$ cat config.mk
export PLATFORM = sky130hd
export DESIGN_NAME = clock_set_ctrl_flat
export DESIGN_NICKNAME = d
export VERILOG_FILES = /design/src/rtl/clock_set_pkg.sv /design/src/rtl/clock_set_ctrl_if.sv /design/src/rtl/auto_repeat_gen.sv /design/src/rtl/clock_set_ctrl.sv /design/src/flat_wrapper.sv
export SDC_FILE = /design/constraint.sdc
export NUM_CORES = 1
export LEC_CHECK = 0
export CAP_MARGIN = 20
export CORE_MARGIN = 1
export CORE_UTILIZATION = 55
export CTS_BUF_LIST = sky130_fd_sc_hd__clkbuf_2
export CTS_CLUSTER_DIAMETER = 60
export DETAILED_ROUTE_END_ITERATION = 16
export PLACE_DENSITY = 0.8
export SYNTH_ARGS = -nofsm -noshare
export SYNTH_HDL_FRONTEND = slang
export SYNTH_SLANG_ARGS = --single-unit
$ cat constraint.sdc
create_clock -name clk -period 4.3 [get_ports clk]
set_input_delay 0.86 -clock clk [delete_from_list [all_inputs] [get_ports clk]]
set_output_delay 0.86 -clock clk [all_outputs]
set_load 0.01 [all_outputs]
$ cat src/rtl/clock_set_pkg.sv
// rtl/clock_set_pkg.sv - shared state encoding and default tick constants for the clock time-set path
package clock_set_pkg;

  typedef enum logic [1:0] {
    ST_RUN     = 2'b00,
    ST_SET_HR  = 2'b01,
    ST_SET_MIN = 2'b10
  } set_state_t;

  // Tick counts at the 100 Hz slow rate; the display blink logic reuses DEF_BLINK_TICKS.
  localparam int DEF_CNT_W         = 10;
  localparam int DEF_REPEAT_DELAY  = 50;
  localparam int DEF_REPEAT_RATE   = 10;
  localparam int DEF_TIMEOUT_TICKS = 1000;
  localparam int DEF_BLINK_TICKS   = 25;

endpackage

$ cat src/rtl/clock_set_ctrl_if.sv
// rtl/clock_set_ctrl_if.sv - button inputs and counter-control outputs of the time-set sequencer
interface clock_set_ctrl_if;

  logic       tick;
  logic       mode_pulse;
  logic       up_pulse;
  logic       down_pulse;
  logic       up_held;
  logic       down_held;
  logic       run_en;
  logic       sec_clr;
  logic       hour_inc;
  logic       hour_dec;
  logic       min_inc;
  logic       min_dec;
  logic       blink_on;
  logic [1:0] set_state;

  modport master (
    output tick, mode_pulse, up_pulse, down_pulse, up_held, down_held,
    input  run_en, sec_clr, hour_inc, hour_dec, min_inc, min_dec, blink_on, set_state
  );

  modport slave (
    input  tick, mode_pulse, up_pulse, down_pulse, up_held, down_held,
    output run_en, sec_clr, hour_inc, hour_dec, min_inc, min_dec, blink_on, set_state
  );

endinterface

$ cat src/rtl/auto_repeat_gen.sv
// rtl/auto_repeat_gen.sv - held-button auto-repeat: first strobe after REPEAT_DELAY ticks, then every REPEAT_RATE
module auto_repeat_gen #(
  parameter int CNT_W        = 10,
  parameter int REPEAT_DELAY = 50,
  parameter int REPEAT_RATE  = 10
) (
  input  logic clk,
  input  logic rst_n,
  input  logic tick,
  input  logic held,
  input  logic enable,
  output logic strobe
);

  logic [CNT_W-1:0] cnt;
  logic [CNT_W-1:0] cnt_inc;
  logic [CNT_W-1:0] target;
  logic             repeating;
  logic             active;

  assign active  = held && enable;
  assign cnt_inc = cnt + {{(CNT_W-1){1'b0}}, (cnt != '1)};
  assign target  = repeating ? CNT_W'(REPEAT_RATE) : CNT_W'(REPEAT_DELAY);

  // Combinational so the top can register it alongside the button-pulse strobes.
  assign strobe  = active && tick && (cnt_inc >= target);

  always_ff @(posedge clk or negedge rst_n) begin
    if (!rst_n) begin
      cnt       <= '0;
      repeating <= 1'b0;
    end else if (!active) begin
      cnt       <= '0;
      repeating <= 1'b0;
    end else if (strobe) begin
      cnt       <= '0;
      repeating <= 1'b1;
    end else if (tick) begin
      cnt       <= cnt_inc;
    end
  end

endmodule

$ cat src/rtl/clock_set_ctrl.sv
// rtl/clock_set_ctrl.sv - RUN/SET_HR/SET_MIN sequencer driving hour/minute strobes, seconds gating and blink
module clock_set_ctrl
  import clock_set_pkg::*;
#(
  parameter int CNT_W         = DEF_CNT_W,
  parameter int REPEAT_DELAY  = DEF_REPEAT_DELAY,
  parameter int REPEAT_RATE   = DEF_REPEAT_RATE,
  parameter int TIMEOUT_TICKS = DEF_TIMEOUT_TICKS,
  parameter int BLINK_TICKS   = DEF_BLINK_TICKS
) (
  input  logic             clk,
  input  logic             rst_n,
  clock_set_ctrl_if.slave  bus
);

  set_state_t       state;
  set_state_t       state_nx;
  logic             in_set;
  logic             state_chg;
  logic             any_pulse;
  logic             up_rep;
  logic             dn_rep;
  logic             up_req;
  logic             dn_req;
  logic             go_up;
  logic             go_dn;
  logic [CNT_W-1:0] to_cnt;
  logic [CNT_W-1:0] to_inc;
  logic [CNT_W-1:0] bl_cnt;
  logic [CNT_W-1:0] bl_inc;
  logic             to_hit;

  assign in_set    = (state == ST_SET_HR) || (state == ST_SET_MIN);
  assign any_pulse = bus.mode_pulse || bus.up_pulse || bus.down_pulse;
  assign to_inc    = to_cnt + {{(CNT_W-1){1'b0}}, (to_cnt != '1)};
  assign bl_inc    = bl_cnt + {{(CNT_W-1){1'b0}}, (bl_cnt != '1)};
  assign to_hit    = in_set && bus.tick && !any_pulse && (to_inc >= CNT_W'(TIMEOUT_TICKS));

  always_ff @(posedge clk or negedge rst_n) begin
    if (!rst_n) state <= ST_RUN;
    else        state <= state_nx;
  end

  // Mode always takes priority over the idle timeout.
  always_comb begin
    state_nx = state;
    case (state)
      ST_RUN:     if (bus.mode_pulse) state_nx = ST_SET_HR;
      ST_SET_HR:  if (bus.mode_pulse) state_nx = ST_SET_MIN;
                  else if (to_hit)    state_nx = ST_RUN;
      ST_SET_MIN: if (bus.mode_pulse || to_hit) state_nx = ST_RUN;
      default:    state_nx = ST_RUN;
    endcase
  end

  assign state_chg = (state_nx != state);

  auto_repeat_gen #(
    .CNT_W(CNT_W), .REPEAT_DELAY(REPEAT_DELAY), .REPEAT_RATE(REPEAT_RATE)
  ) u_up_rep (
    .clk(clk), .rst_n(rst_n), .tick(bus.tick), .held(bus.up_held),
    .enable(in_set && !state_chg && !bus.down_held), .strobe(up_rep)
  );

  auto_repeat_gen #(
    .CNT_W(CNT_W), .REPEAT_DELAY(REPEAT_DELAY), .REPEAT_RATE(REPEAT_RATE)
  ) u_dn_rep (
    .clk(clk), .rst_n(rst_n), .tick(bus.tick), .held(bus.down_held),
    .enable(in_set && !state_chg && !bus.up_held), .strobe(dn_rep)
  );

  // Opposing requests in the same clk cancel so at most one strobe is ever issued.
  assign up_req = (in_set && !state_chg && bus.up_pulse && !bus.down_pulse) || up_rep;
  assign dn_req = (in_set && !state_chg && bus.down_pulse && !bus.up_pulse) || dn_rep;
  assign go_up  = up_req && !dn_req;
  assign go_dn  = dn_req && !up_req;

  assign bus.set_state = state;

  always_ff @(posedge clk or negedge rst_n) begin
    if (!rst_n) begin
      bus.run_en   <= 1'b1;
      bus.sec_clr  <= 1'b0;
      bus.hour_inc <= 1'b0;
      bus.hour_dec <= 1'b0;
      bus.min_inc  <= 1'b0;
      bus.min_dec  <= 1'b0;
      bus.blink_on <= 1'b1;
      to_cnt       <= '0;
      bl_cnt       <= '0;
    end else begin
      bus.run_en   <= (state_nx == ST_RUN);
      bus.sec_clr  <= (state == ST_RUN) && (state_nx == ST_SET_HR);
      bus.hour_inc <= go_up && (state == ST_SET_HR);
      bus.hour_dec <= go_dn && (state == ST_SET_HR);
      bus.min_inc  <= go_up && (state == ST_SET_MIN);
      bus.min_dec  <= go_dn && (state == ST_SET_MIN);

      if (state_chg || !in_set || any_pulse) to_cnt <= '0;
      else if (bus.tick)                     to_cnt <= to_inc;

      if (state_chg || !in_set || go_up || go_dn) begin
        bl_cnt       <= '0;
        bus.blink_on <= 1'b1;
      end else if (bus.tick) begin
        if (bl_inc >= CNT_W'(BLINK_TICKS)) begin
          bl_cnt       <= '0;
          bus.blink_on <= !bus.blink_on;
        end else begin
          bl_cnt       <= bl_inc;
        end
      end
    end
  end

endmodule

$ cat src/flat_wrapper.sv
// flat-port wrapper written by rule: the top's interface ports become plain ports
module clock_set_ctrl_flat import clock_set_pkg::*;
#(
  parameter int CNT_W         = DEF_CNT_W,
  parameter int REPEAT_DELAY  = DEF_REPEAT_DELAY,
  parameter int REPEAT_RATE   = DEF_REPEAT_RATE,
  parameter int TIMEOUT_TICKS = DEF_TIMEOUT_TICKS,
  parameter int BLINK_TICKS   = DEF_BLINK_TICKS
)
  (clk, rst_n, bus_tick, bus_mode_pulse, bus_up_pulse, bus_down_pulse, bus_up_held, bus_down_held, bus_run_en, bus_sec_clr, bus_hour_inc, bus_hour_dec, bus_min_inc, bus_min_dec, bus_blink_on, bus_set_state);
  clock_set_ctrl_if bus_i ();
  input  logic clk;
  input  logic rst_n;
  input wire logic [$bits(bus_i.tick)-1:0] bus_tick;
  input wire logic [$bits(bus_i.mode_pulse)-1:0] bus_mode_pulse;
  input wire logic [$bits(bus_i.up_pulse)-1:0] bus_up_pulse;
  input wire logic [$bits(bus_i.down_pulse)-1:0] bus_down_pulse;
  input wire logic [$bits(bus_i.up_held)-1:0] bus_up_held;
  input wire logic [$bits(bus_i.down_held)-1:0] bus_down_held;
  output wire logic [$bits(bus_i.run_en)-1:0] bus_run_en;
  output wire logic [$bits(bus_i.sec_clr)-1:0] bus_sec_clr;
  output wire logic [$bits(bus_i.hour_inc)-1:0] bus_hour_inc;
  output wire logic [$bits(bus_i.hour_dec)-1:0] bus_hour_dec;
  output wire logic [$bits(bus_i.min_inc)-1:0] bus_min_inc;
  output wire logic [$bits(bus_i.min_dec)-1:0] bus_min_dec;
  output wire logic [$bits(bus_i.blink_on)-1:0] bus_blink_on;
  output wire logic [$bits(bus_i.set_state)-1:0] bus_set_state;
  assign bus_i.tick = bus_tick;
  assign bus_i.mode_pulse = bus_mode_pulse;
  assign bus_i.up_pulse = bus_up_pulse;
  assign bus_i.down_pulse = bus_down_pulse;
  assign bus_i.up_held = bus_up_held;
  assign bus_i.down_held = bus_down_held;
  assign bus_run_en = bus_i.run_en;
  assign bus_sec_clr = bus_i.sec_clr;
  assign bus_hour_inc = bus_i.hour_inc;
  assign bus_hour_dec = bus_i.hour_dec;
  assign bus_min_inc = bus_i.min_inc;
  assign bus_min_dec = bus_i.min_dec;
  assign bus_blink_on = bus_i.blink_on;
  assign bus_set_state = bus_i.set_state;
  clock_set_ctrl #(.CNT_W(CNT_W), .REPEAT_DELAY(REPEAT_DELAY), .REPEAT_RATE(REPEAT_RATE), .TIMEOUT_TICKS(TIMEOUT_TICKS), .BLINK_TICKS(BLINK_TICKS)) u_core (.clk(clk), .rst_n(rst_n), .bus(bus_i));
endmodule
==> results of run 1 <==
cells in the mapped netlist, drive strengths merged (5+ instances only):
| cell type | number |
|---|---|
| ha | 18 |
| and3 | 7 |
| nor2b | 7 |
| mux2i | 6 |
| dfrtp | 49 |
| nor3b | 7 |
| nor4 | 7 |
| o21ai | 13 |
| nor3 | 14 |
| xor2 | 7 |
| nand3 | 27 |
| nor2 | 37 |
| xnor2 | 13 |
| buf | 9 |
| nand2 | 34 |
| clkbuf | 8 |
| inv | 15 |
| a21oi | 21 |
| nand4 | 12 |
| a21o | 5 |
sequential cells by signal (all words and copies together), names as in the netlist:
| signal | cells |
|---|---|
| u_core.bl_cnt | 10 |
| u_core.to_cnt | 10 |
| u_core.u_dn_rep.cnt | 10 |
| u_core.u_up_rep.cnt | 10 |
| u_core.bus.set_state | 2 |
| u_core.bus.blink_on | 1 |
| u_core.bus.hour_dec | 1 |
| u_core.bus.hour_inc | 1 |
| u_core.bus.min_dec | 1 |
| u_core.bus.min_inc | 1 |
| u_core.bus.run_en | 1 |
| u_core.bus.sec_clr | 1 |
| u_core.u_dn_rep.repeating | 1 |
| u_core.u_up_rep.repeating | 1 |
final cells by class:
type | instances | area, sq um
clock buffers | 5 | 25.0
clock inverters | 3 | 20.0
fillers | 466 | 2100
inverters | 16 | 60.1
multi-input cells | 287 | 1890
flip-flops and latches | 51 | 1280
well taps | 72 | 90.1
repair buffers | 18 | 170
layer usage:
layer,routed length [um],vias up,share of wire [%],global-route usage (%)
met5,0,-,0,0
met4,63,0,0.91,6.55
met3,200,7,2.9,3.89
met2,3350,53,49,40.7
met1,3290,1369,48,31.4
li1,-,1366,-,-
power breakdown:
group	total, mW	switching, mW	internal (mW)	leakage, nW
Combinational	0.348	0.215	0.133	0.670
Clock	0.202	0.163	0.0383	0.0250
Sequential	0.539	0.0283	0.511	0.702
cells by family (layout without fill, tap and decap cells):
logic type / Yosys count / after routing / share of synthesized area (%)
xor gates and xnor gates: 20 / 20 / 5.30
adders and majority gates: 18 / 18 / 6.81
buffers and inverters: 33 / 42 / 4.01
DFF: 51 / 51 / 38.7
muxes: 6 / 6 / 1.82
and+or+nand+nor: 171 / 171 / 27.9
AOI/OAI and AO/OA: 72 / 72 / 15.5
worst max-delay path by stage:
stage | start | endpoint | cells past startpoint
2_1_floorplan | u_core.to_cnt[6]$_DFFE_PN0P_ | u_core.u_dn_rep.cnt[6]$_DFFE_PN0P_ | 13
3_3_place_gp | bus_mode_pulse | u_core.u_up_rep.cnt[6]$_DFFE_PN0P_ | 8
3_5_place_dp | bus_mode_pulse | u_core.u_up_rep.cnt[4]$_DFFE_PN0P_ | 8
4_1_cts | u_core.to_cnt[4]$_DFFE_PN0P_ | u_core.u_up_rep.cnt[4]$_DFFE_PN0P_ | 10
5_1_grt | u_core.to_cnt[4]$_DFFE_PN0P_ | u_core.u_up_rep.repeating$_DFFE_PN0P_ | 10
6_report | u_core.to_cnt[5]$_DFFE_PN0P_ | u_core.u_up_rep.cnt[6]$_DFFE_PN0P_ | 10
stage by stage:
stage                     cell area, sq um  worst slack (ps)  cells  hold WS (ps)
after floorplan                       3310              1120    371           498
after global placement                3490               739    444           517
after detailed placement              3490               583    444           538
after CTS                             3540               611    452           259
after global routing                  3540               304    452           249
final                                 3540               603    452           273
==> impl_results.md, run 1 <==
- First-pass GRT wire length: 12.1 mm
- Largest net degree at the start of global routing: 37
- Area contributors post-synth: dfrtp_1, ha_1, nor2_1
- Power, Total: around 1.1 mW
- Setup TNS Final: 0 ps
- WS Path Type: reg -> reg
- Post-DR vias/cell: 6.18
- Via count: approximately 2.8k
- Slowest stage delay, CP: ~550 ps
- MaxCap Viol Count: 0
- R2r startpoint: u_core.to_cnt[5]$_DFFE_PN0P_
- Syn nets: just under 400
- Dpl hpwl: between 4 and 5 mm
- # port buffers: 16
- Post-synthesis sequential area ratio: 38.7%
- Area leader, netlist: dfrtp_1
- Post-synthesis average cell area: 8.91 sq um
- Post-synth top area share: ~37%
- 1st-pass router iterations: 4
- Worst setup SP type: flop
- Worst VDD drop: around 0.16 mV
- Status: complete, no violations
- CTS tree: done
- Library cells used by synthesis: 59
- Most common cell after layout, fill and taps aside: dfrtp_1
- Die X: between 70 and 80 um
- Ant diodes: 0
- Final Hold Vio Count: 0
- RSZ-0062 raised after global routing: no
- CP top delay family: simple AND/OR/NAND/NOR gates
- Slowest cell on the critical path: dfrtp_1
- CTS resizes: 0
- #FFs+latches synth: 51
- WL per Instance: ~15 um
- Total gr overflow: 0
- Top FF cell, synth: dfrtp_1
- Hold Crit Class: in -> async
- Ys async rst share: between 90% and 100%
- Post-CTS Setup Bufs: 0
- Worst-path clk slew: between 200 and 300 ps
- Cell area after synthesis: between 3000 and 4000 sq um
- Worst r2r dst: u_core.u_up_rep.cnt[6]$_DFFE_PN0P_
- PwrDens: between 300 and 400 nW/um^2
- Hold Buf Count CTS: 0
- DRT Wirelength: between 6 and 7 mm
- CTS max path bufs: 2
- Worst path required time: around 4700 ps
- Least-Margin Pin Slew: between 700 and 800 ps
- P_leak: 1.40 nW
- Starting DRT DRC Count: between 100 and 150
- ANT nets after route: 0
- P&R area growth vs syn: 7.04%
- CTS Buf Count: 5
- Worst Path Buf+Inv: 0
- Die ar.: about 6300 sq um
- Die Span Y: 79.5 um
- All-layer global routing usage: 23.9%
- Most frequent cells in the layout: dfrtp_1, nor2_1, nand2_1
- Final worst-path cycle share: between 80% and 90%
- R2R setup slack: roughly 600 ps
- Crit-path max FO: 11
- Clock sinks: approximately 50
- Worst Reg-to-Reg Cells: 10
- Final min period: between 3000 and 4000 ps
- WP data arrival: ~4100 ps
- Clk_lat worst skew: between 400 and 500 ps
- Starting Density: 58.6%
- Ports: 17
- Residual DRC: 0
- Endpoint class of the critical path: flop
- EDFF count, synth: 0
- Final core occ: between 60% and 70%
- Fmax: roughly 270 MHz
- Core Area: around 5600 sq um
- Initial antenna violation count: 0
- Relative slew margins: approximately half
- H-tree depth: 2
- Nets@finish: ~410
- Clock skew: ~29 ps
- Gpl congestion: ~0.9
- Vias in the first global route: between 2k and 3k
- Synth warnings: 0
- Worst-path cell chain: nand3_1 -> or3_1 -> ha_1 -> ha_1 -> nor4_1 -> o31ai_2 -> nor4_1 -> o221ai_2 -> nand3_1 -> nor3b_1
- # rows: 27
- Synth Instances: around 370
- Clk root buf: clkbuf_2
- Setup-failing EPs final: 0
- Final Max Slew Viols: 0
- Ratio of cells with drive above 1 in the final layout: under 10%
Note: power is estimated with default switching activity, not from simulation.
==> run 2, diff against run 1 <==
- ABC_AREA: unset -> 0
- clock period: 4.3 -> 4.75 ns (I/O delays scaled with it)
==> impl_results.md, run 2 (synthesis gave the netlist of run 1 again) <==
- Status: complete, no violations
- Via count: 2781 (-0.50%)
- Int Power: 0.674 mW (-1.3%)
- Ant diodes: 0 (unchanged)
- Worst Setup SP: u_core.u_up_rep.cnt[4]$_DFFE_PN0P_
- Clk root buf: clkbuf_2
- Final min period: 3700 ps (+0.294 ps)
- Worst Path Buf+Inv: 0 (unchanged)
- Worst path required time: 5120 ps (+450 ps)
- Residual DRC: 0 (unchanged)
- Relative slew margins: 40.0% (-8.2 points)
- 1st-pass router iterations: 5 (+1)
- Least-Margin Pin Slew: 878 ps (+120 ps)
- Vias in the first global route: 2518 (-6.0%)
- WS Path Type: reg -> reg
- Sequential power share: 47.4% (-2.1 points)
- Clock sinks: 51 (unchanged)
- # rows: 27 (unchanged)
- Starting Density: 58.6% (unchanged)
- All-layer global routing usage: 23.2% (-0.76 points)
- Worst-path clk slew: 260 ps (-20 ps)
- Worst-path cell chain: nand4_1 -> or3_1 -> ha_1 -> ha_1 -> nand3_1 -> nor3_1 -> a2111oi_0 -> a31o_2 -> a211o_1 -> nand4_1 -> a21oi_1
- Dpl hpwl: 4.75 mm (-1.5%)
- Hold Slack: 558 ps (+285 ps)
- Hold Crit Class: in -> async
- MaxCap Viol Count: 0 (unchanged)
- ANT nets after route: 0 (unchanged)
- Hold Buf Count CTS: 0 (unchanged)
- H-tree depth: 2 (unchanged)
- Worst VDD drop: 0.148 mV (-7.3%)
- Final worst-path cycle share: 77.8% (-8.1 points)
- Endpoint class of the critical path: flop
- Die ar.: 6320 sq um (unchanged)
- CTS tree: done
- Fmax: 270 MHz (about the same)
- Crit-path max FO: 7 (-4)
- Post-DR vias/cell: 6.15 (-0.50%)
- Die X: 79.5 um (unchanged)
- Post-CTS Setup Bufs: 0 (unchanged)
- Largest net degree at the start of global routing: 52 (+41%)
- Clock share of power: 22.2% (+3.7 points)
- Most frequent cells in the layout: dfrtp_1, nor2_1, nand2_1
- Total gr overflow: 0 (unchanged)
- CP top delay family: compound AO/OA/AOI/OAI gates
- Initial antenna violation count: 0 (unchanged)
- Sw Ratio: 34.7% (-2.6 points)
- WP data arrival: 4070 ps (about the same)
- Final Max Slew Viols: 0 (unchanged)
- CTS resizes: 0 (unchanged)
- P&R area growth vs syn: 7.72%
- Slowest cell on the critical path: a2111oi_0
- Die Span Y: 79.5 um (unchanged)
- PwrDens: 290 nW/um^2 (-5.8%)
- Slowest stage delay, CP: 790 ps (+240 ps)
- Clock skew: 24.6 ps (-4.03 ps)
- Worst setup SP type: flop
- Starting DRT DRC Count: 112 (+3.7%)
- Clk_lat worst skew: 440 ps (-20 ps)
- Setup TNS Final: 0 ps (unchanged)
- Most common cell after layout, fill and taps aside: dfrtp_1
- WL per Instance: 15.0 um (-1.5%)
- Core Area: 5640 sq um (unchanged)
- Gpl congestion: 0.848 (-4.4%)
- R2r startpoint: u_core.u_up_rep.cnt[4]$_DFFE_PN0P_
- Ratio of cells with drive above 1 in the final layout: 7.37% (unchanged)
- CTS max path bufs: 2 (unchanged)
- RSZ-0062 raised after global routing: no
- P_leak: 1.41 nW (+1.0%)
- Combinational Power Share: 30.4% (-1.6 points)
- Nets@finish: 405 (unchanged)
- First-pass GRT wire length: 11.7 mm (-3.3%)
- DRT Wirelength: 6.80 mm (-1.5%)
- Net Switching: 0.358 mW (-12%)
- Final Hold Vio Count: 0 (unchanged)
- Setup-failing EPs final: 0 (unchanged)
- # port buffers: 16 (unchanged)
- CTS Buf Count: 5 (unchanged)
- Ports: 17 (unchanged)
[run 2: cell count changes in the layout (fill, tap and decap cells not counted)]
cell,delta
bufinv_16,+1
clkinvlp_4,-1
clkbuf_2,+1
clkinv_2,-1
[run 2: path summary, 6_finish.rpt]
check                                                           to  cells past startpoint  slack [ps]
worst max-delay path                  u_core.bl_cnt[1]$_DFFE_PN0P_                     11        1050
max in group asynchronous             u_core.to_cnt[5]$_DFFE_PN0P_                      2        3730
min in group clk                      u_core.bl_cnt[6]$_DFFE_PN0P_                      2         560
worst max register to register        u_core.bl_cnt[1]$_DFFE_PN0P_                     11        1050
worst min register to register        u_core.bl_cnt[6]$_DFFE_PN0P_                      2         560
worst min-delay path            u_core.u_dn_rep.cnt[1]$_DFFE_PN0P_                      2         560
[run 2: final cells by class]
cell class / instances / area [sq um]
clock inverters: 2 / 37.5
multi-input cells: 287 / 1890
flip-flops and latches: 51 / 1280
repair buffers: 18 / 170
inverters: 16 / 60.1
fillers: 470 / 2080
well taps: 72 / 90.1
clock buffers: 6 / 30.0
[run 2: worst register-to-register path, delay by kind of cell, from the launching register on]
| family | cells | cell delay, ps |
|---|---|---|
| AO/OA/AOI/OAI | 4 | 1460 |
| adder cells (fa/ha/maj) | 2 | 500 |
| flip-flops | 1 | 530 |
| AND/OR/NAND/NOR | 5 | 1140 |
[run 2: power by group through the flow]
stage               Combinational, mW  Sequential, mW  Clock, mW
floorplan                       0.206           0.499          0
global placement                0.306           0.495          0
detailed placement              0.313           0.496          0
CTS                             0.313           0.489      0.238
global route                    0.354           0.493      0.252
finish                          0.314           0.489      0.229
[run 2: stage by stage]
| step | setup slack [ps] | area, sq um | std cells | utilization (%) | total power [mW] |
|---|---|---|---|---|---|
| after floorplan | 1570 | 3310 | 371 | - | 0.705 |
| after global placement | 1140 | 3490 | 444 | 61.9 | 0.800 |
| after detailed placement | 1080 | 3490 | 444 | 61.9 | 0.808 |
| after CTS | 1090 | 3560 | 452 | 63.1 | 1.04 |
| after global routing | 766 | 3560 | 452 | 63.1 | 1.10 |
| final | 1050 | 3560 | 452 | 63.1 | 1.03 |
[run 2: layer usage]
metal  vias to the layer above  global-route usage, %  share of wire [%]
li1                       1367                      -                  -
met1                      1352                   31.4                 47
met2                        55                   39.1                 48
met3                         7                   3.54                3.6
met4                         0                   4.91               0.87
met5                         -                      0                  0
